## config.mk

```make
export PLATFORM = sky130hd
export DESIGN_NAME = lpddr2_bridge_flat
export DESIGN_NICKNAME = d
export VERILOG_FILES = /design/src/rtl/mem_pkg.sv /design/src/rtl/lpddr2_bridge_if.sv /design/src/rtl/lpddr2_bridge_req_edge_detect.sv /design/src/rtl/lpddr2_bridge.sv /design/src/flat_wrapper.sv
export SDC_FILE = /design/constraint.sdc
export NUM_CORES = 1
export LEC_CHECK = 0
export CAP_MARGIN = 20
export CORE_MARGIN = 2
export CORE_UTILIZATION = 45
export DETAILED_ROUTE_END_ITERATION = 7
export PLACE_DENSITY = 0.86
export SETUP_SLACK_MARGIN = 0.5
export SYNTH_ARGS = -nofsm -noshare
export SYNTH_HDL_FRONTEND = slang
export SYNTH_SLANG_ARGS = --single-unit
```

## constraint.sdc

```tcl
create_clock -name clk -period 3.9 [get_ports clk]
set_input_delay 0.78 -clock clk [delete_from_list [all_inputs] [get_ports clk]]
set_output_delay 0.78 -clock clk [all_outputs]
set_load 0.05 [all_outputs]
```

## src/rtl/mem_pkg.sv

```systemverilog
// Shared memory-stage definitions: LPDDR2 widths, bridge FSM states and the
// read word returned when the controller never answers.
package mem_pkg;

    localparam int          LPDDR2_ADDR_W = 27;
    localparam int          LPDDR2_DATA_W = 32;
    localparam logic [31:0] ERR_WORD      = 32'hDEAD_BEEF;

    typedef enum logic [2:0] {
        INIT,
        IDLE,
        RD_CMD,
        RD_WAIT,
        WR_CMD
    } bridge_state_t;

endpackage

```

## src/rtl/lpddr2_bridge_if.sv

```systemverilog
// Avalon-MM local interface of the LPDDR2 hard controller, bridge side is master.
interface lpddr2_bridge_if #(
    parameter int ADDR_W = 27,
    parameter int DATA_W = 32
);
    logic                  avl_ready;
    logic [ADDR_W-1:0]     avl_address;
    logic                  avl_read;
    logic                  avl_write;
    logic [DATA_W-1:0]     avl_writedata;
    logic [DATA_W/8-1:0]   avl_byteenable;
    logic [2:0]            avl_burstcount;
    logic                  avl_waitrequest;
    logic [DATA_W-1:0]     avl_readdata;
    logic                  avl_readdatavalid;

    modport master (
        input  avl_ready, avl_waitrequest, avl_readdata, avl_readdatavalid,
        output avl_address, avl_read, avl_write, avl_writedata,
        output avl_byteenable, avl_burstcount
    );

    modport slave (
        output avl_ready, avl_waitrequest, avl_readdata, avl_readdatavalid,
        input  avl_address, avl_read, avl_write, avl_writedata,
        input  avl_byteenable, avl_burstcount
    );
endinterface

```

## src/rtl/lpddr2_bridge_req_edge_detect.sv

```systemverilog
// Rising-edge detector for one level-held CPU request; the edge is the live
// level against the value registered on the previous clock.
module req_edge_detect (
    input  logic clk,
    input  logic rst,
    input  logic req,
    output logic rise
);
    logic req_prev_reg;

    always_ff @(posedge clk) begin
        if (rst) begin
            req_prev_reg <= 1'b0;
        end else begin
            req_prev_reg <= req;
        end
    end

    assign rise = req & ~req_prev_reg;
endmodule

```

## src/rtl/lpddr2_bridge.sv

```systemverilog
// Turns level-held CPU read/write requests into single-beat Avalon-MM
// transactions, absorbing waitrequest stalls and readdatavalid latency.
module lpddr2_bridge
    import mem_pkg::*;
#(
    parameter int          ADDR_W   = mem_pkg::LPDDR2_ADDR_W,
    parameter int          DATA_W   = mem_pkg::LPDDR2_DATA_W,
    parameter int          TIMEOUT  = 1023,
    parameter logic [31:0] ERR_WORD = mem_pkg::ERR_WORD
) (
    input  logic              clk,
    input  logic              rst,
    input  logic [ADDR_W-1:0] address,
    input  logic [DATA_W-1:0] write_data,
    input  logic              read_req,
    input  logic              write_req,
    output logic [DATA_W-1:0] read_data,
    output logic              busy,
    output logic              done,
    output logic              err,
    lpddr2_bridge_if.master   avl
);
    localparam int              CNT_W    = $clog2(TIMEOUT + 1);
    localparam logic [CNT_W-1:0] TMO_LAST = CNT_W'(TIMEOUT - 1);

    // Index 0 is the read request, index 1 the write request.
    logic [1:0] req_vec;
    logic [1:0] rise_vec;

    assign req_vec = {write_req, read_req};

    generate
        for (genvar gi = 0; gi < 2; gi++) begin : g_edge
            req_edge_detect u_edge (
                .clk  (clk),
                .rst  (rst),
                .req  (req_vec[gi]),
                .rise (rise_vec[gi])
            );
        end
    endgenerate

    bridge_state_t      state_reg;
    logic               rd_pend_reg;
    logic               wr_pend_reg;
    logic [CNT_W-1:0]   tmo_cnt_reg;
    logic [DATA_W-1:0]  read_data_reg;
    logic               busy_reg;
    logic               done_reg;
    logic               err_reg;
    logic               avl_read_reg;
    logic               avl_write_reg;
    logic [ADDR_W-1:0]  avl_address_reg;
    logic [DATA_W-1:0]  avl_writedata_reg;

    logic rd_go;
    logic wr_go;
    logic tmo_hit;

    // Edges seen while waiting for calibration are replayed on entry to IDLE.
    assign rd_go   = rise_vec[0] | rd_pend_reg;
    assign wr_go   = rise_vec[1] | wr_pend_reg;
    assign tmo_hit = (tmo_cnt_reg == TMO_LAST);

    always_ff @(posedge clk) begin
        if (rst) begin
            state_reg         <= INIT;
            rd_pend_reg       <= 1'b0;
            wr_pend_reg       <= 1'b0;
            tmo_cnt_reg       <= '0;
            read_data_reg     <= '0;
            busy_reg          <= 1'b0;
            done_reg          <= 1'b0;
            err_reg           <= 1'b0;
            avl_read_reg      <= 1'b0;
            avl_write_reg     <= 1'b0;
            avl_address_reg   <= '0;
            avl_writedata_reg <= '0;
        end else begin
            done_reg    <= 1'b0;
            tmo_cnt_reg <= tmo_cnt_reg + 1'b1;
            case (state_reg)
                INIT: begin
                    tmo_cnt_reg <= '0;
                    if (rise_vec[0]) rd_pend_reg <= 1'b1;
                    if (rise_vec[1]) wr_pend_reg <= 1'b1;
                    if (avl.avl_ready) state_reg <= IDLE;
                end
                IDLE: begin
                    tmo_cnt_reg <= '0;
                    rd_pend_reg <= 1'b0;
                    wr_pend_reg <= 1'b0;
                    if (wr_go || rd_go) begin
                        avl_address_reg   <= address;
                        avl_writedata_reg <= write_data;
                        busy_reg          <= 1'b1;
                    end
                    // A simultaneous read is dropped and flagged; the write proceeds.
                    if (wr_go) begin
                        avl_write_reg <= 1'b1;
                        state_reg     <= WR_CMD;
                        if (rd_go) err_reg <= 1'b1;
                    end else if (rd_go) begin
                        avl_read_reg <= 1'b1;
                        state_reg    <= RD_CMD;
                    end
                end
                RD_CMD: begin
                    if (!avl.avl_waitrequest) begin
                        avl_read_reg <= 1'b0;
                        tmo_cnt_reg  <= '0;
                        state_reg    <= RD_WAIT;
                    end else if (tmo_hit) begin
                        avl_read_reg  <= 1'b0;
                        read_data_reg <= ERR_WORD;
                        err_reg       <= 1'b1;
                        done_reg      <= 1'b1;
                        busy_reg      <= 1'b0;
                        state_reg     <= IDLE;
                    end
                end
                RD_WAIT: begin
                    if (avl.avl_readdatavalid) begin
                        read_data_reg <= avl.avl_readdata;
                        done_reg      <= 1'b1;
                        busy_reg      <= 1'b0;
                        state_reg     <= IDLE;
                    end else if (tmo_hit) begin
                        read_data_reg <= ERR_WORD;
                        err_reg       <= 1'b1;
                        done_reg      <= 1'b1;
                        busy_reg      <= 1'b0;
                        state_reg     <= IDLE;
                    end
                end
                WR_CMD: begin
                    if (!avl.avl_waitrequest || tmo_hit) begin
                        avl_write_reg <= 1'b0;
                        done_reg      <= 1'b1;
                        busy_reg      <= 1'b0;
                        state_reg     <= IDLE;
                        if (avl.avl_waitrequest) err_reg <= 1'b1;
                    end
                end
                default: begin
                    state_reg <= INIT;
                end
            endcase
        end
    end

    assign read_data          = read_data_reg;
    assign busy               = busy_reg;
    assign done               = done_reg;
    assign err                = err_reg;
    assign avl.avl_read       = avl_read_reg;
    assign avl.avl_write      = avl_write_reg;
    assign avl.avl_address    = avl_address_reg;
    assign avl.avl_writedata  = avl_writedata_reg;
    assign avl.avl_byteenable = '1;
    assign avl.avl_burstcount = 3'd1;
endmodule

```

## src/flat_wrapper.sv

```systemverilog
// flat-port wrapper written by rule: the top's interface ports become plain ports
module lpddr2_bridge_flat import mem_pkg::*;
#(
    parameter int          ADDR_W   = mem_pkg::LPDDR2_ADDR_W,
    parameter int          DATA_W   = mem_pkg::LPDDR2_DATA_W,
    parameter int          TIMEOUT  = 1023,
    parameter logic [31:0] ERR_WORD = mem_pkg::ERR_WORD
)
  (clk, rst, address, write_data, read_req, write_req, read_data, busy, done, err, avl_avl_ready, avl_avl_waitrequest, avl_avl_readdata, avl_avl_readdatavalid, avl_avl_address, avl_avl_read, avl_avl_write, avl_avl_writedata, avl_avl_byteenable, avl_avl_burstcount);
  lpddr2_bridge_if #(.ADDR_W(ADDR_W), .DATA_W(DATA_W)) avl_i ();
  input  logic clk;
  input  logic rst;
  input  logic [ADDR_W-1:0] address;
  input  logic [DATA_W-1:0] write_data;
  input  logic read_req;
  input  logic write_req;
  output logic [DATA_W-1:0] read_data;
  output logic busy;
  output logic done;
  output logic err;
  input wire logic [$bits(avl_i.avl_ready)-1:0] avl_avl_ready;
  input wire logic [$bits(avl_i.avl_waitrequest)-1:0] avl_avl_waitrequest;
  input wire logic [$bits(avl_i.avl_readdata)-1:0] avl_avl_readdata;
  input wire logic [$bits(avl_i.avl_readdatavalid)-1:0] avl_avl_readdatavalid;
  output wire logic [$bits(avl_i.avl_address)-1:0] avl_avl_address;
  output wire logic [$bits(avl_i.avl_read)-1:0] avl_avl_read;
  output wire logic [$bits(avl_i.avl_write)-1:0] avl_avl_write;
  output wire logic [$bits(avl_i.avl_writedata)-1:0] avl_avl_writedata;
  output wire logic [$bits(avl_i.avl_byteenable)-1:0] avl_avl_byteenable;
  output wire logic [$bits(avl_i.avl_burstcount)-1:0] avl_avl_burstcount;
  assign avl_i.avl_ready = avl_avl_ready;
  assign avl_i.avl_waitrequest = avl_avl_waitrequest;
  assign avl_i.avl_readdata = avl_avl_readdata;
  assign avl_i.avl_readdatavalid = avl_avl_readdatavalid;
  assign avl_avl_address = avl_i.avl_address;
  assign avl_avl_read = avl_i.avl_read;
  assign avl_avl_write = avl_i.avl_write;
  assign avl_avl_writedata = avl_i.avl_writedata;
  assign avl_avl_byteenable = avl_i.avl_byteenable;
  assign avl_avl_burstcount = avl_i.avl_burstcount;
  lpddr2_bridge #(.ADDR_W(ADDR_W), .DATA_W(DATA_W), .TIMEOUT(TIMEOUT), .ERR_WORD(ERR_WORD)) u_core (.clk(clk), .rst(rst), .address(address), .write_data(write_data), .read_req(read_req), .write_req(write_req), .read_data(read_data), .busy(busy), .done(done), .err(err), .avl(avl_i));
endmodule
```

* Yosys cells after proc, flatten, opt, wreduce, memory -nomap -nowiden
Index checks and enable logic that the tools add are counted.
Storage, ports and cells: logic and storage cells 101, register bits 113, input port bits 98
Operators by class: reduce and logical (&&, ||, !) cells 19, equal/unequal tests 18, bitwise operators 6, muxes and demuxes 43, add/sub/neg operators 1
Operators by type and width (number):
- 32-bit two-way mux | 3
- 32-bit one-hot mux with 2 select lines | 1
- 1-bit two-way mux | 22
- 3-bit two-way mux | 7
- 10-bit one-hot mux with 2 select lines | 1
- 3-bit one-hot mux with 5 select lines | 1
- 2-bit != test (second input constant) | 7
- 10-bit by 1-bit adder with 10-bit output (second input constant) | 1
- 10-bit equality test (second input constant) | 1
- 10-bit two-way mux | 1
- 2-bit by 1-bit != test with 1-bit output (second input constant) | 4
- 1-bit one-hot mux with 2 select lines | 4
- 1-bit one-hot mux with 4 select lines | 2
- 2-bit AND reduction | 4
- 4-bit AND reduction | 2
- 2-bit nonzero test | 4
- 7-bit AND reduction | 1
- 3-bit by 2-bit equality test with 1-bit output (second input constant) | 2
- 3-bit AND reduction | 2
- 4-bit nonzero test | 1
- 3-bit by 1-bit equality test with 1-bit output (second input constant) | 1
- 3-bit equality test (second input constant) | 1
- 3-bit logical NOT | 1
- 3-bit by 1-bit != test with 1-bit output (second input constant) | 1
- 8 further kinds | 12

* Depth between registers and ports, before layout
Gate-level depths: netlist (run 1).
depth in word-level cells 6, gate-level depth with buffers 8, depth with buffers taken out 6

* Modules after synthesis
Synthesis (run 1) repeated with hierarchy kept, for this count alone.
Unflattened totals: cells, all modules 536, area, all modules 4523.1 um^2
Modules (own cells, without submodules):
- lpddr2_bridge | cells each 530, times used 1, sequential area each 2222.1 um^2, area an instance 4428.0 um^2
- req_edge_detect | cells each 3, times used 2, sequential area each 20.0 um^2, area an instance 47.5 um^2

* Worst setup path before layout (run 1)
OpenSTA, ideal clock, no wires.
path kind input to register, from input port read_req, to register u_core.busy_reg, in the netlist u_core.busy, setup slack 1.842 ns, arrival time 1.943 ns, library setup time 0.115 ns, stages 5, data required time 3.785 ns, cell sequence nor2b_1 -> o41ai_2 -> clkbuf_1 -> a21oi_1 -> and3_1
On the way: word-level cells in the longest chain between the ends 5
RTL lines:
- from (decl) | RTL line flat_wrapper.sv:15 | input logic read_req;
- 1-bit bitwise AND | RTL line lpddr2_bridge_req_edge_detect.sv:19 | assign rise = req & ~req_prev_reg;
- 1-bit OR | RTL line lpddr2_bridge.sv:61 | assign rd_go = rise_vec[0] | rd_pend_reg;
- 1-bit logical OR | RTL line lpddr2_bridge.sv:93 | if (wr_go || rd_go) begin
- 2-bit by 1-bit != test with 1-bit output (no source line)
- 4-bit AND reduction (no source line)
- to (signal assigned) | RTL line lpddr2_bridge.sv:72 | busy_reg <= 1'b0;
- to (signal assigned) | RTL line lpddr2_bridge.sv:96 | busy_reg <= 1'b1;
- to (signal assigned) | RTL line lpddr2_bridge.sv:118 | busy_reg <= 1'b0;
- to (decl) | RTL line lpddr2_bridge.sv:48 | logic busy_reg;
No other way between the ends. A chain may end at the register's enable or synchronous reset.

* Worst setup path after layout (run 1)
from register u_core.avl_address_reg[7], in the netlist u_core.avl.avl_address[7], to output port avl_avl_address[7]
RTL lines:
- from (decl) | RTL line lpddr2_bridge.sv:53 | logic [ADDR_W-1:0] avl_address_reg;
- from (signal assigned) | RTL line lpddr2_bridge.sv:94 | avl_address_reg <= address;
- to (decl) | RTL line flat_wrapper.sv:25 | output wire logic [$bits(avl_i.avl_address)-1:0] avl_avl_address;
No word-level cell between the ends.

==> results.py, run 1 <==
metrics = {
    "synth": {
        "synthArstFlopShare_pct": 0,
        "ys_seq_elements": 113,
        "post-synth-top-area-cell": "sky130_fd_sc_hd__dfxtp_1",
        "synth_area_mm2": 0.00449,
        "yosysTopAreaCellShare_pct": 50.4,
        "synth-edff-count": 0,
        "synth-warning-count": 0,
        "synthMostInstantiatedCell": "sky130_fd_sc_hd__nand2_1",
        "syn-instance-count": 527,
        "synth-main-ff-cell": "sky130_fd_sc_hd__dfxtp_1",
        "synth.top_cells.by_area": "sky130_fd_sc_hd__dfxtp_1 (50%), sky130_fd_sc_hd__nand2_1 (11%), sky130_fd_sc_hd__a21oi_1 (8.1%)",
        "ys_top_cells_by_count": "sky130_fd_sc_hd__nand2_1 (133), sky130_fd_sc_hd__dfxtp_1 (113), sky130_fd_sc_hd__a21oi_1 (73)",
        "netlist-cell-type-count": 48,
        "synth-seq-area-share_pct": 50.4,
        "synth.avg_cell_area_um2": 8.52,
    },
    "detailed_routing": {
        "vias_per_cell": 4.97,
        "wl_per_cell_um": 14.1,
        "drtPass1Iterations": 6,
        "detail_route.drc_violations": 0,
        "total_number_of_vias": 4236,
        "drt_iter0_drc": 210,
        "route.final.wire_length_um": 12100,
        "drt.antenna.violating_nets": 0,
    },
    "placement": {
        "globalplace.congestion": 0.834,
        "dp_hpwl_um": 8570,
        "pre_cts_ws_ps": 973,
        "dp_cell_count": 821,
        "portBuffers": 193,
    },
    "power": {
        "power.net_switching_w": 0.000897,
        "power.share.combinational_pct": 16.6,
        "pwr_density_mw_per_mm2": 470,
        "portion_of_total_power_attributed_to_sequential_cells_pct": 38.0,
        "peakVddDrop_mv": 0.337,
        "p_int_w": 0.00238,
        "switching_share_of_power_pct": 27.4,
        "power_frac_clock_pct": 45.5,
        "leakage_power_figure_nw": 2.43,
    },
    "floorplan": {
        "fp.dieArea_mm2": 0.0108,
        "die_h_um": 104,
        "design.core.area_mm2": 0.00973,
        "initial_cell_density_of_the_core_pct": 46.2,
        "dieWidth_um": 104,
        "io_pins": 201,
        "floorplan.rows": 36,
    },
    "setup_path": {
        "rrSetupSlack_ps": 1440,
        "cpPeakStageDelay_ps": 840,
        "timing.rr.start": "u_core.state_reg[0]",
        "critPathMaxFanout": 2,
        "cp_data_required_time_ps": 3120,
        "timing.critical_path.to_type": "output port",
        "worst-setup-path-type": "flop to output port",
        "startpoint_type": "flop",
        "worst_ep_arrival_time_ps": 1690,
        "slowest_stage": "sky130_fd_sc_hd__clkdlybuf4s50_1",
        "worstRegToRegCells": 5,
        "cp_cell_sequence": "clkdlybuf4s50_1",
        "crit-reg2reg-capture": "u_core.avl.avl_address[26]",
        "critical_path.top_delay_family": "buffers and inverters",
        "critical_path_buf_inv_count": 1,
    },
    "clock_tree": {
        "clk_pin_slew_worst_paths_ps": 60,
        "cts_root_buf": "sky130_fd_sc_hd__clkbuf_8",
        "cts_tree": "yes",
        "clock_latency_ps": 490,
        "cts_sinks": 113,
        "cts_resized": 0,
        "clk_path_buf_depth": 2,
        "htree_levels": 4,
        "postCtsSetupRepairBufs": 0,
        "cts_buffers": 17,
        "cts.hold.buffers_added": 0,
    },
    "global_routing": {
        "grt_remaining_overflow": 0,
        "grt_max_degree": 61,
        "grt_first_pass_wirelength_um": 19900,
        "antenna_found_initial": 0,
        "grtUsageTotal_pct": 22.3,
        "first_global_vias": 4236,
    },
    "timing": {
        "max_freq_mhz": 405,
        "final.setup.tns_ps": 0,
        "timing.final.crit_period_ps": 2470,
        "finalSetupViolations": 0,
        "max_slew_margin_pct": 49.5,
        "final_max_slew_viol_count": 0,
        "final.period_utilization_pct": 63.3,
        "worst_hold_check_slack_ps": 453,
        "clock_skew_ps": 8.63,
        "hold_viol": 0,
        "timing_worst_slew_pin_value_ps": 756,
        "postLayoutSetupSlackWorst_ps": 1430,
        "rsz_0062_raised_after_global_routing": "no",
    },
    "final_layout": {
        "post_layout_nonfiller_instances": 853,
        "syn_to_final_growth_pct": 55.2,
        "antennaDiodeCount": 0,
        "filler_cell_count": 742,
        "final_layout_size_suffix_gt1_share_pct": 8.89,
        "nNetsFinal": 807,
    },
    "run_status": {
        "status": "finished clean",
    },
    "worst_hold_path": {
        "worstHoldEndpoint": "u_core.read_data[2]",
        "hp-start": "u_core.read_data[2]",
        "holdPathStages": 2,
        "hold_path_class": "flop to flop",
    },
    "flow_run": {
        "cap_viol_max_count": 0,
    },
}
cell families after synthesis:
logic type                 after synthesis  synth area share, %
AOI/OAI and AO/OA                      125                 19.9
xor gates and xnor gates                 7                 1.36
adders and majority gates                2                0.557
buffers and inverters                   71                 8.50
DFF                                    113                 50.4
other                                    2                0.167
and+or+nand+nor                        207                 19.2
layer usage:
layer / vias up / part of all wire, % / global-route usage (%)
li1: 2088 / - / -
met5: - / 0 / 0
met3: 18 / 7.6 / 8.52
met4: 0 / 1.7 / 8.88
met1: 1978 / 40 / 25.0
met2: 152 / 50 / 38.3
power by group through the flow:
stage                     Combinational, W  Sequential, W  Clock (W)
final                             0.000542        0.00124    0.00149
after global routing              0.000577        0.00125    0.00158
after CTS                         0.000545        0.00124    0.00152
after detailed placement          0.000543        0.00127          0
after global placement            0.000534        0.00126          0
after floorplan                   0.000166        0.00142          0
cells in the final DEF, fill, tap and decap left out, types with 2 or more instances in the layout:
cell type                         count
sky130_fd_sc_hd__clkbuf_16           16
sky130_fd_sc_hd__a221oi_1             2
sky130_fd_sc_hd__clkinvlp_4           6
sky130_fd_sc_hd__nand3_1              7
sky130_fd_sc_hd__nor4_1               2
sky130_fd_sc_hd__a21oi_1             73
sky130_fd_sc_hd__xor2_1               4
sky130_fd_sc_hd__dfxtp_1            113
sky130_fd_sc_hd__bufinv_16            2
sky130_fd_sc_hd__nor2b_1              5
sky130_fd_sc_hd__a211oi_2            18
sky130_fd_sc_hd__nand2_1            133
sky130_fd_sc_hd__clkbuf_8             4
sky130_fd_sc_hd__o21bai_1             4
sky130_fd_sc_hd__inv_1               29
sky130_fd_sc_hd__and3_1               3
sky130_fd_sc_hd__a211oi_1             6
sky130_fd_sc_hd__ha_1                 2
sky130_fd_sc_hd__or3_1                2
sky130_fd_sc_hd__xnor2_1              3
sky130_fd_sc_hd__clkinv_2             2
sky130_fd_sc_hd__nor2_1              42
sky130_fd_sc_hd__o31ai_1              9
sky130_fd_sc_hd__conb_1               7
sky130_fd_sc_hd__o21ai_0              3
sky130_fd_sc_hd__buf_4                6
sky130_fd_sc_hd__o21a_1               2
sky130_fd_sc_hd__nor3_1               5
sky130_fd_sc_hd__clkdlybuf4s50_1    192
worst max-delay path by stage:
stage                     slack (ps)                           end  cells after the start                      start
after CTS                       1410            avl_avl_address[7]                      1  u_core.avl.avl_address[7]
after detailed placement         970    u_core.avl.avl_address[26]                      6                   read_req
after global routing            1180    u_core.avl.avl_address[26]                      5        u_core.state_reg[0]
after global placement          1090  u_core.avl.avl_writedata[31]                      6                   read_req
after floorplan                 1840                   u_core.busy                      5                   read_req
final                           1430            avl_avl_address[7]                      1  u_core.avl.avl_address[7]
stage by stage:
stage / util, % / power, W / area [um2]
after floorplan: - / 0.00159 / 4510
after global placement: 65.6 / 0.00180 / 6380
after detailed placement: 65.6 / 0.00181 / 6380
after CTS: 71.7 / 0.00331 / 6970
after global routing: 71.7 / 0.00341 / 6970
final: 71.7 / 0.00328 / 6970
final cells by class:
cell class	instances	area (um2)	area share, %
repair buffers	198	1970	28.2
flip-flops and latches	113	2260	32.4
multi-input cells	348	1880	27.0
inverters	29	109	1.56
clock buffers	20	455	6.53
well taps	133	166	2.39
clock inverters	12	133	1.90
(Power assumes the default switching activity.)
==> inputs of run 2 (changes only) <==
--- a/config.mk
+++ b/config.mk
@@ -7,9 +7,9 @@
 export LEC_CHECK = 0
 export CAP_MARGIN = 20
 export CORE_MARGIN = 2
-export CORE_UTILIZATION = 45
+export CORE_UTILIZATION = 38
 export DETAILED_ROUTE_END_ITERATION = 7
-export PLACE_DENSITY = 0.86
+export PLACE_DENSITY = 0.77
 export SETUP_SLACK_MARGIN = 0.5
 export SYNTH_ARGS = -nofsm -noshare
 export SYNTH_HDL_FRONTEND = slang
==> constraint.sdc (replaced) <==
create_clock -name clk -period 2.05 [get_ports clk]
set_input_delay 0.41 -clock clk [delete_from_list [all_inputs] [get_ports clk]]
set_output_delay 0.41 -clock clk [all_outputs]
set_load 0.05 [all_outputs]
==> run 2 against run 1 <==
Compared with the run above:
- global-route usage fell by 2.4 points
- clock power rose by 130%
- utilization fell by 9.0 points
- final cell count rose by 3.8%
- combinational power rose by 100%
- register-to-register slack got worse by 1100 ps
- worst setup slack got worse by 1100 ps
- critical path depth rose by 6
- sequential cell count did not move
- sequential power rose by 90%
- critical path type is now flop to flop
- critical endpoint is now u_core.read_data[3]
==> results.py, run 2 (synthesis results as in run 1) <==
metrics = {
    "detailed_routing": {
        "drt.antenna.violating_nets": 0,
        "total_number_of_vias": 4345,
        "detail_route.drc_violations": 0,
        "wl_per_cell_um": 14.5,
        "vias_per_cell": 4.91,
        "route.final.wire_length_um": 12800,
        "drt_iter0_drc": 339,
        "drtPass1Iterations": 5,
    },
    "timing": {
        "finalSetupViolations": 0,
        "final.period_utilization_pct": 83.3,
        "worst_hold_check_slack_ps": 272,
        "final_max_slew_viol_count": 0,
        "timing.final.crit_period_ps": 1710,
        "hold_viol": 0,
        "final.setup.tns_ps": 0,
        "clock_skew_ps": 11.7,
        "rsz_0062_raised_after_global_routing": "yes",
        "max_freq_mhz": 586,
    },
    "flow_run": {
        "cap_viol_max_count": 0,
    },
    "global_routing": {
        "antenna_found_initial": 0,
        "first_global_vias": 4272,
        "grt_first_pass_wirelength_um": 20300,
        "grt_max_degree": 65,
        "grtUsageTotal_pct": 20.0,
        "grt_remaining_overflow": 0,
    },
    "floorplan": {
        "io_pins": 201,
        "die_h_um": 113,
        "dieWidth_um": 113,
        "initial_cell_density_of_the_core_pct": 39.2,
        "floorplan.rows": 39,
        "design.core.area_mm2": 0.0115,
        "fp.dieArea_mm2": 0.0127,
    },
    "clock_tree": {
        "cts_tree": "yes",
        "clk_path_buf_depth": 2,
        "clock_latency_ps": 410,
        "cts_sinks": 113,
        "cts.hold.buffers_added": 0,
        "clk_pin_slew_worst_paths_ps": 50,
        "cts_buffers": 17,
        "htree_levels": 4,
        "cts_root_buf": "sky130_fd_sc_hd__clkbuf_16",
    },
    "final_layout": {
        "final_common_cell": "sky130_fd_sc_hd__nand2_1",
        "seqCellArea_mm2": 0.00227,
        "layout.cells.most_common_list": "sky130_fd_sc_hd__nand2_1 (133), sky130_fd_sc_hd__dfxtp_1 (106), sky130_fd_sc_hd__clkdlybuf4s50_1 (95)",
        "final_layout_size_suffix_gt1_share_pct": 28.0,
        "syn_to_final_growth_pct": 59.8,
        "filler_cell_count": 963,
        "nNetsFinal": 829,
        "multi_input_area_mm2": 0.00202,
        "antennaDiodeCount": 0,
    },
    "setup_path": {
        "critPathMaxFanout": 26,
        "worst_ep_arrival_time_ps": 2030,
        "timing.critical_path.to_type": "flop",
        "startpoint_type": "flop",
        "worst-setup-path-type": "flop to flop",
        "cp_data_required_time_ps": 2370,
    },
    "placement": {
        "globalplace.congestion": 0.811,
        "dp_hpwl_um": 8940,
        "portBuffers": 193,
    },
    "run_status": {
        "status": "finished clean",
    },
    "power": {
        "pwr_density_mw_per_mm2": 952,
        "leakage_power_figure_nw": 2.89,
        "peakVddDrop_mv": 0.589,
    },
    "worst_hold_path": {
        "hold_path_class": "primary input to flop",
    },
}
-- run 2: critical path, stage by stage (launching register included) --
cell	delay (ps)
sky130_fd_sc_hd__dfxtp_2	340
sky130_fd_sc_hd__inv_2	70
sky130_fd_sc_hd__ha_4	120
sky130_fd_sc_hd__and2_4	160
sky130_fd_sc_hd__a41oi_4	90
sky130_fd_sc_hd__or3_4	410
sky130_fd_sc_hd__buf_12	180
sky130_fd_sc_hd__a211oi_1	230
-- run 2: path summary, 6_finish.rpt --
kind                                   from                                    to  slack [ps]  cells past startpoint
hold / removal                     read_req  u_core.g_edge[0].u_edge.req_prev_reg         270                      2
setup / recovery      u_core.tmo_cnt_reg[0]                   u_core.read_data[3]         340                      7
hold reg to reg   u_core.avl.avl_address[3]             u_core.avl.avl_address[3]         450                      2
setup reg to reg      u_core.tmo_cnt_reg[0]                   u_core.read_data[3]         340                      7
-- run 2: power by group --
| group | internal [W] | leakage [nW] | switching [W] |
|---|---|---|---|
| logic | 0.000437 | 1.63 | 0.000676 |
| clock network | 0.00239 | 0.343 | 0.000967 |
| registers | 0.00230 | 0.920 | 0.0000598 |
| total | 0.00513 | 2.89 | 0.00170 |
-- run 2: repair_timing --
action | in CTS | in global routing
setup buffers | 4 | 2
setup endpoints to repair | 183 | 173
gates cloned | 1 | 1
resized for setup | 348 | 146
pin swaps | 3 | 5
-- run 2: metal layers --
layer  global-route usage (%)  wire [um]  up-vias
li1                         -          -     2145
met1                     22.9       5290     2038
met2                     34.1       6400      150
met3                     6.64        957       12
met4                     8.37        186        0
met5                        0          0        -
-- run 2: final cells by class --
type / count / area share (%)
clock buffers: 21 / 6.69
clock inverters: 11 / 2.86
inverters: 29 / 1.52
multi-input cells: 348 / 28.1
flip-flops and latches: 113 / 31.6
well taps: 143 / 2.49
repair buffers: 220 / 26.7
-- run 2: per-stage QoR --
stage / cell area [um2] / power (W) / setup WS [ps] / cells / util (%)
2_1_floorplan: 4560 / 0.00303 / 331 / 532 / -
3_3_place_gp: 6580 / 0.00348 / 58.5 / 845 / 57.4
3_5_place_dp: 6580 / 0.00350 / -39.0 / 845 / 57.4
4_1_cts: 7440 / 0.00691 / 331 / 882 / 64.9
5_1_grt: 7180 / 0.00708 / 289 / 885 / 62.6
6_report: 7180 / 0.00684 / 342 / 885 / 62.6
==> inputs of run 3 (changes only) <==
==> constraint.sdc (replaced) <==
create_clock -name clk -period 1.4 [get_ports clk]
set_input_delay 0.28 -clock clk [delete_from_list [all_inputs] [get_ports clk]]
set_output_delay 0.28 -clock clk [all_outputs]
set_load 0.05 [all_outputs]
==> run 3 against run 2 <==
Compared with the run above:
- the run now fails in global routing (5_1_grt)
- synthesized cell count unchanged
- synthesized area stayed put
==> results.py, run 3 <==
metrics = {
    "placement": {
        "dp_hpwl_um": 9760,
        "portBuffers": 193,
        "globalplace.congestion": 0.783,
        "pre_cts_ws_ps": -528,
        "dp_cell_count": 862,
    },
    "synth": {
        "synth-main-ff-cell": "sky130_fd_sc_hd__dfxtp_1",
        "post_synth_and_or_nand_nor_area_fraction_pct": 19.2,
        "post-synth-top-area-cell": "sky130_fd_sc_hd__dfxtp_1",
        "synth_area_mm2": 0.00449,
        "synth.avg_cell_area_um2": 8.52,
        "syn-instance-count": 527,
        "synth_area_in_xor_xnor_pct": 1.36,
        "synth.top_cells.by_area": "sky130_fd_sc_hd__dfxtp_1 (50%), sky130_fd_sc_hd__nand2_1 (11%), sky130_fd_sc_hd__a21oi_1 (8.1%)",
        "synthArstFlopShare_pct": 0,
        "synth-seq-area-share_pct": 50.4,
        "synthMostInstantiatedCell": "sky130_fd_sc_hd__nand2_1",
        "synth-edff-count": 0,
        "netlist-cell-type-count": 48,
        "synth-warning-count": 0,
        "ys_top_cells_by_count": "sky130_fd_sc_hd__nand2_1 (133), sky130_fd_sc_hd__dfxtp_1 (113), sky130_fd_sc_hd__a21oi_1 (73)",
        "yosysTopAreaCellShare_pct": 50.4,
        "ys_seq_elements": 113,
        "yosys.area_share.adder_pct": 0.557,
        "synth.area.mux_share_pct": 0,
        "synth-compound-area-share_pct": 19.9,
        "largest_family_of_logic_cells_by_synthesized_area": "compound AO/OA/AOI/OAI gates",
    },
    "floorplan": {
        "initial_cell_density_of_the_core_pct": 39.2,
        "io_pins": 201,
        "die_h_um": 113,
        "dieWidth_um": 113,
        "floorplan.rows": 39,
    },
    "run_status": {
        "failing_step": "global routing (5_1_grt)",
        "error_message": "[ERROR GRT-0232] Routing congestion too high. Check the congestion heatmap in the GUI.",
        "status": "aborted with a tool error",
    },
    "global_routing": {
        "grt_max_degree": 41,
        "antenna_found_initial": 2,
        "grt_remaining_overflow": 31,
        "grtUsageTotal_pct": 67.7,
    },
    "clock_tree": {
        "htree_levels": 4,
        "cts_sinks": 113,
        "cts_root_buf": "sky130_fd_sc_hd__clkbuf_16",
        "clk_path_buf_depth": 2,
        "cts_buffers": 17,
        "cts.hold.buffers_added": 0,
    },
    "timing": {
        "worst_endpoint_kind_after_the_last_repair": "sequential cell input",
        "timing.grt.repair.worst_endpoint": "u_core.avl.avl_writedata[3]$_SDFFE_PP0P_/D",
    },
}
[run 3: cell counts after synthesis]
No cell type changed its count.
[run 3: cell families after synthesis]
logic type | after synthesis
adder cells (fa/ha/maj) | 2
buffers and inverters | 71
other | 2
flip-flops | 113
AND/OR/NAND/NOR | 207
XOR/XNOR | 7
AO/OA/AOI/OAI | 125
[run 3: through the flow]
step	setup TNS [ps]	cell area, um2
CTS	-16840	10300
detailed placement	-47030	7710
global placement	-42060	7710
floorplan	-10910	4670
[run 3: per-layer routing]
layer  GRT overflow  track usage (%)
met3              0             42.6
met1              0             64.4
met5              0             3.92
met2             17             91.9
met4             14             78.0
[run 3: timing repair]
item | 4_1_cts
setup endpoints to repair | 207
pin swaps | 98
setup buffers | 70
cloned | 17
resized for setup | 351
==> inputs of run 4 (changes only) <==
--- a/config.mk
+++ b/config.mk
@@ -7,10 +7,9 @@
 export LEC_CHECK = 0
 export CAP_MARGIN = 20
 export CORE_MARGIN = 2
-export CORE_UTILIZATION = 38
+export CORE_UTILIZATION = 35
 export DETAILED_ROUTE_END_ITERATION = 7
-export PLACE_DENSITY = 0.77
-export SETUP_SLACK_MARGIN = 0.5
+export PLACE_DENSITY_LB_ADDON = 0.15
 export SYNTH_ARGS = -nofsm -noshare
 export SYNTH_HDL_FRONTEND = slang
 export SYNTH_SLANG_ARGS = --single-unit
==> constraint.sdc (replaced) <==
create_clock -name clk -period 1.8 [get_ports clk]
set_input_delay 0.36 -clock clk [delete_from_list [all_inputs] [get_ports clk]]
set_output_delay 0.36 -clock clk [all_outputs]
set_load 0.05 [all_outputs]
==> run 4 against run 3 <==
Compared with the run above:
- the flow now finishes without violations
==> results.py, run 4 (synthesis results as in run 1) <==
metrics = {
    "power": {
        "peakVddDrop_mv": 0.692,
        "leakage_power_figure_nw": 2.79,
        "pwr_density_mw_per_mm2": 1000,
    },
    "setup_path": {
        "timing.critical_path.to_type": "flop",
        "critical_path_buf_inv_count": 1,
        "slowest_stage": "sky130_fd_sc_hd__dfxtp_1",
        "critical_path.top_delay_family": "simple AND/OR/NAND/NOR gates",
        "startpoint_type": "flop",
        "rrSetupSlack_ps": 80,
        "critPathMaxFanout": 13,
        "cp_data_required_time_ps": 2130,
        "worst_ep_arrival_time_ps": 2040,
        "cp_cell_sequence": "and4_4 -> a31oi_4 -> or3_4 -> clkbuf_16 -> a211oi_2",
        "worst-setup-path-type": "flop to flop",
        "cpPeakStageDelay_ps": 420,
    },
    "timing": {
        "rsz_0062_raised_after_global_routing": "no",
        "timing.final.crit_period_ps": 1720,
        "worst_hold_check_slack_ps": 388,
        "max_freq_mhz": 583,
        "postLayoutSetupSlackWorst_ps": 84.9,
        "finalSetupViolations": 0,
        "final_max_slew_viol_count": 0,
        "final.setup.tns_ps": 0,
        "hold_viol": 0,
        "clock_skew_ps": 10.0,
        "final.period_utilization_pct": 95.3,
    },
    "global_routing": {
        "grt_max_degree": 50,
        "first_global_vias": 4147,
        "grt_first_pass_wirelength_um": 19300,
        "grtUsageTotal_pct": 18.1,
        "antenna_found_initial": 0,
        "grt_remaining_overflow": 0,
    },
    "detailed_routing": {
        "vias_per_cell": 4.61,
        "dr_wl_met2_um": 5950,
        "maxUsedRoutingLayer": "met4",
        "route.final.wire_length_um": 12200,
        "routed-wl-met3_um": 1030,
        "detail_route.drc_violations": 0,
        "drt_iter0_drc": 145,
        "wl_per_cell_um": 13.3,
        "drtPass1Iterations": 4,
        "total_number_of_vias": 4229,
        "drt.antenna.violating_nets": 0,
        "wl_met1_um": 5000,
    },
    "final_layout": {
        "syn_to_final_growth_pct": 56.7,
        "final_common_cell": "sky130_fd_sc_hd__nand2_1",
        "postLayoutCoreUtil_pct": 56.0,
        "antennaDiodeCount": 0,
        "layout.cells.most_common_list": "sky130_fd_sc_hd__nand2_1 (133), sky130_fd_sc_hd__buf_4 (124), sky130_fd_sc_hd__dfxtp_1 (111)",
        "seqCellArea_mm2": 0.00226,
        "multi_input_area_mm2": 0.00191,
        "final_layout_size_suffix_gt1_share_pct": 25.3,
        "nNetsFinal": 833,
        "finalInstanceArea_mm2": 0.00704,
        "filler_cell_count": 1127,
    },
    "clock_tree": {
        "cts_sinks": 113,
        "clk_pin_slew_worst_paths_ps": 50,
        "cts_root_buf": "sky130_fd_sc_hd__clkbuf_16",
        "clk_path_buf_depth": 2,
        "cts_buffers": 17,
        "cts_tree": "yes",
        "clock_latency_ps": 410,
        "htree_levels": 4,
    },
    "floorplan": {
        "die_h_um": 117,
        "floorplan.rows": 41,
        "io_pins": 201,
        "dieWidth_um": 117,
        "fp.dieArea_mm2": 0.0138,
        "initial_cell_density_of_the_core_pct": 35.7,
        "design.core.area_mm2": 0.0126,
    },
    "placement": {
        "portBuffers": 193,
        "detailed_place.area_mm2": 0.00642,
        "globalplace.congestion": 0.772,
        "dp_hpwl_um": 8580,
        "pre_cts_ws_ps": -232,
    },
    "flow_run": {
        "cap_viol_max_count": 0,
    },
    "worst_hold_path": {
        "hold_path_class": "primary input to flop",
    },
    "run_status": {
        "status": "finished clean",
    },
}
-- run 4: routing by layer --
metal / up-vias / GRT usage (%)
met4: 0 / 8.00
met1: 1944 / 20.5
met2: 121 / 29.6
met5: - / 0
met3: 19 / 7.93
li1: 2145 / -
-- run 4: report_power, final --
| group | internal [W] | switching (W) |
|---|---|---|
| sequential | 0.00262 | 0.0000712 |
| combinational | 0.000482 | 0.000732 |
| clock | 0.00207 | 0.00108 |
-- run 4: through the flow --
stage / total power (W) / std cells
3_5_place_dp: 0.00396 / 885
6_report: 0.00705 / 918
5_1_grt: 0.00737 / 918
3_3_place_gp: 0.00394 / 885
2_1_floorplan: 0.00344 / 532
4_1_cts: 0.00715 / 917
-- run 4: final cells by class --
cell class / count / share of cell area (%)
clock inverter: 5 / 0.711
clock buffer: 27 / 7.29
sequential: 113 / 32.2
tap: 172 / 3.06
multi-input combinational: 348 / 27.2
timing repair buffer: 224 / 28.1
inverter: 29 / 1.55
-- run 4: final timing paths --
path                                                endpoint  depth (start not counted)                          from
worst max-delay path                    u_core.read_data[27]                          5         u_core.tmo_cnt_reg[5]
worst min register to register  u_core.avl.avl_writedata[19]                          2  u_core.avl.avl_writedata[19]
worst min-delay path                     u_core.state_reg[2]                          2                           rst
worst max register to register          u_core.read_data[27]                          5         u_core.tmo_cnt_reg[5]
-- run 4: what timing repair did --
action,4_1_cts,5_1_grt
buffers inserted,0,0
setup endpoints to repair,0,60
hold buffers,0,0
hold endpoints to repair,0,0
gates resized for setup,0,10
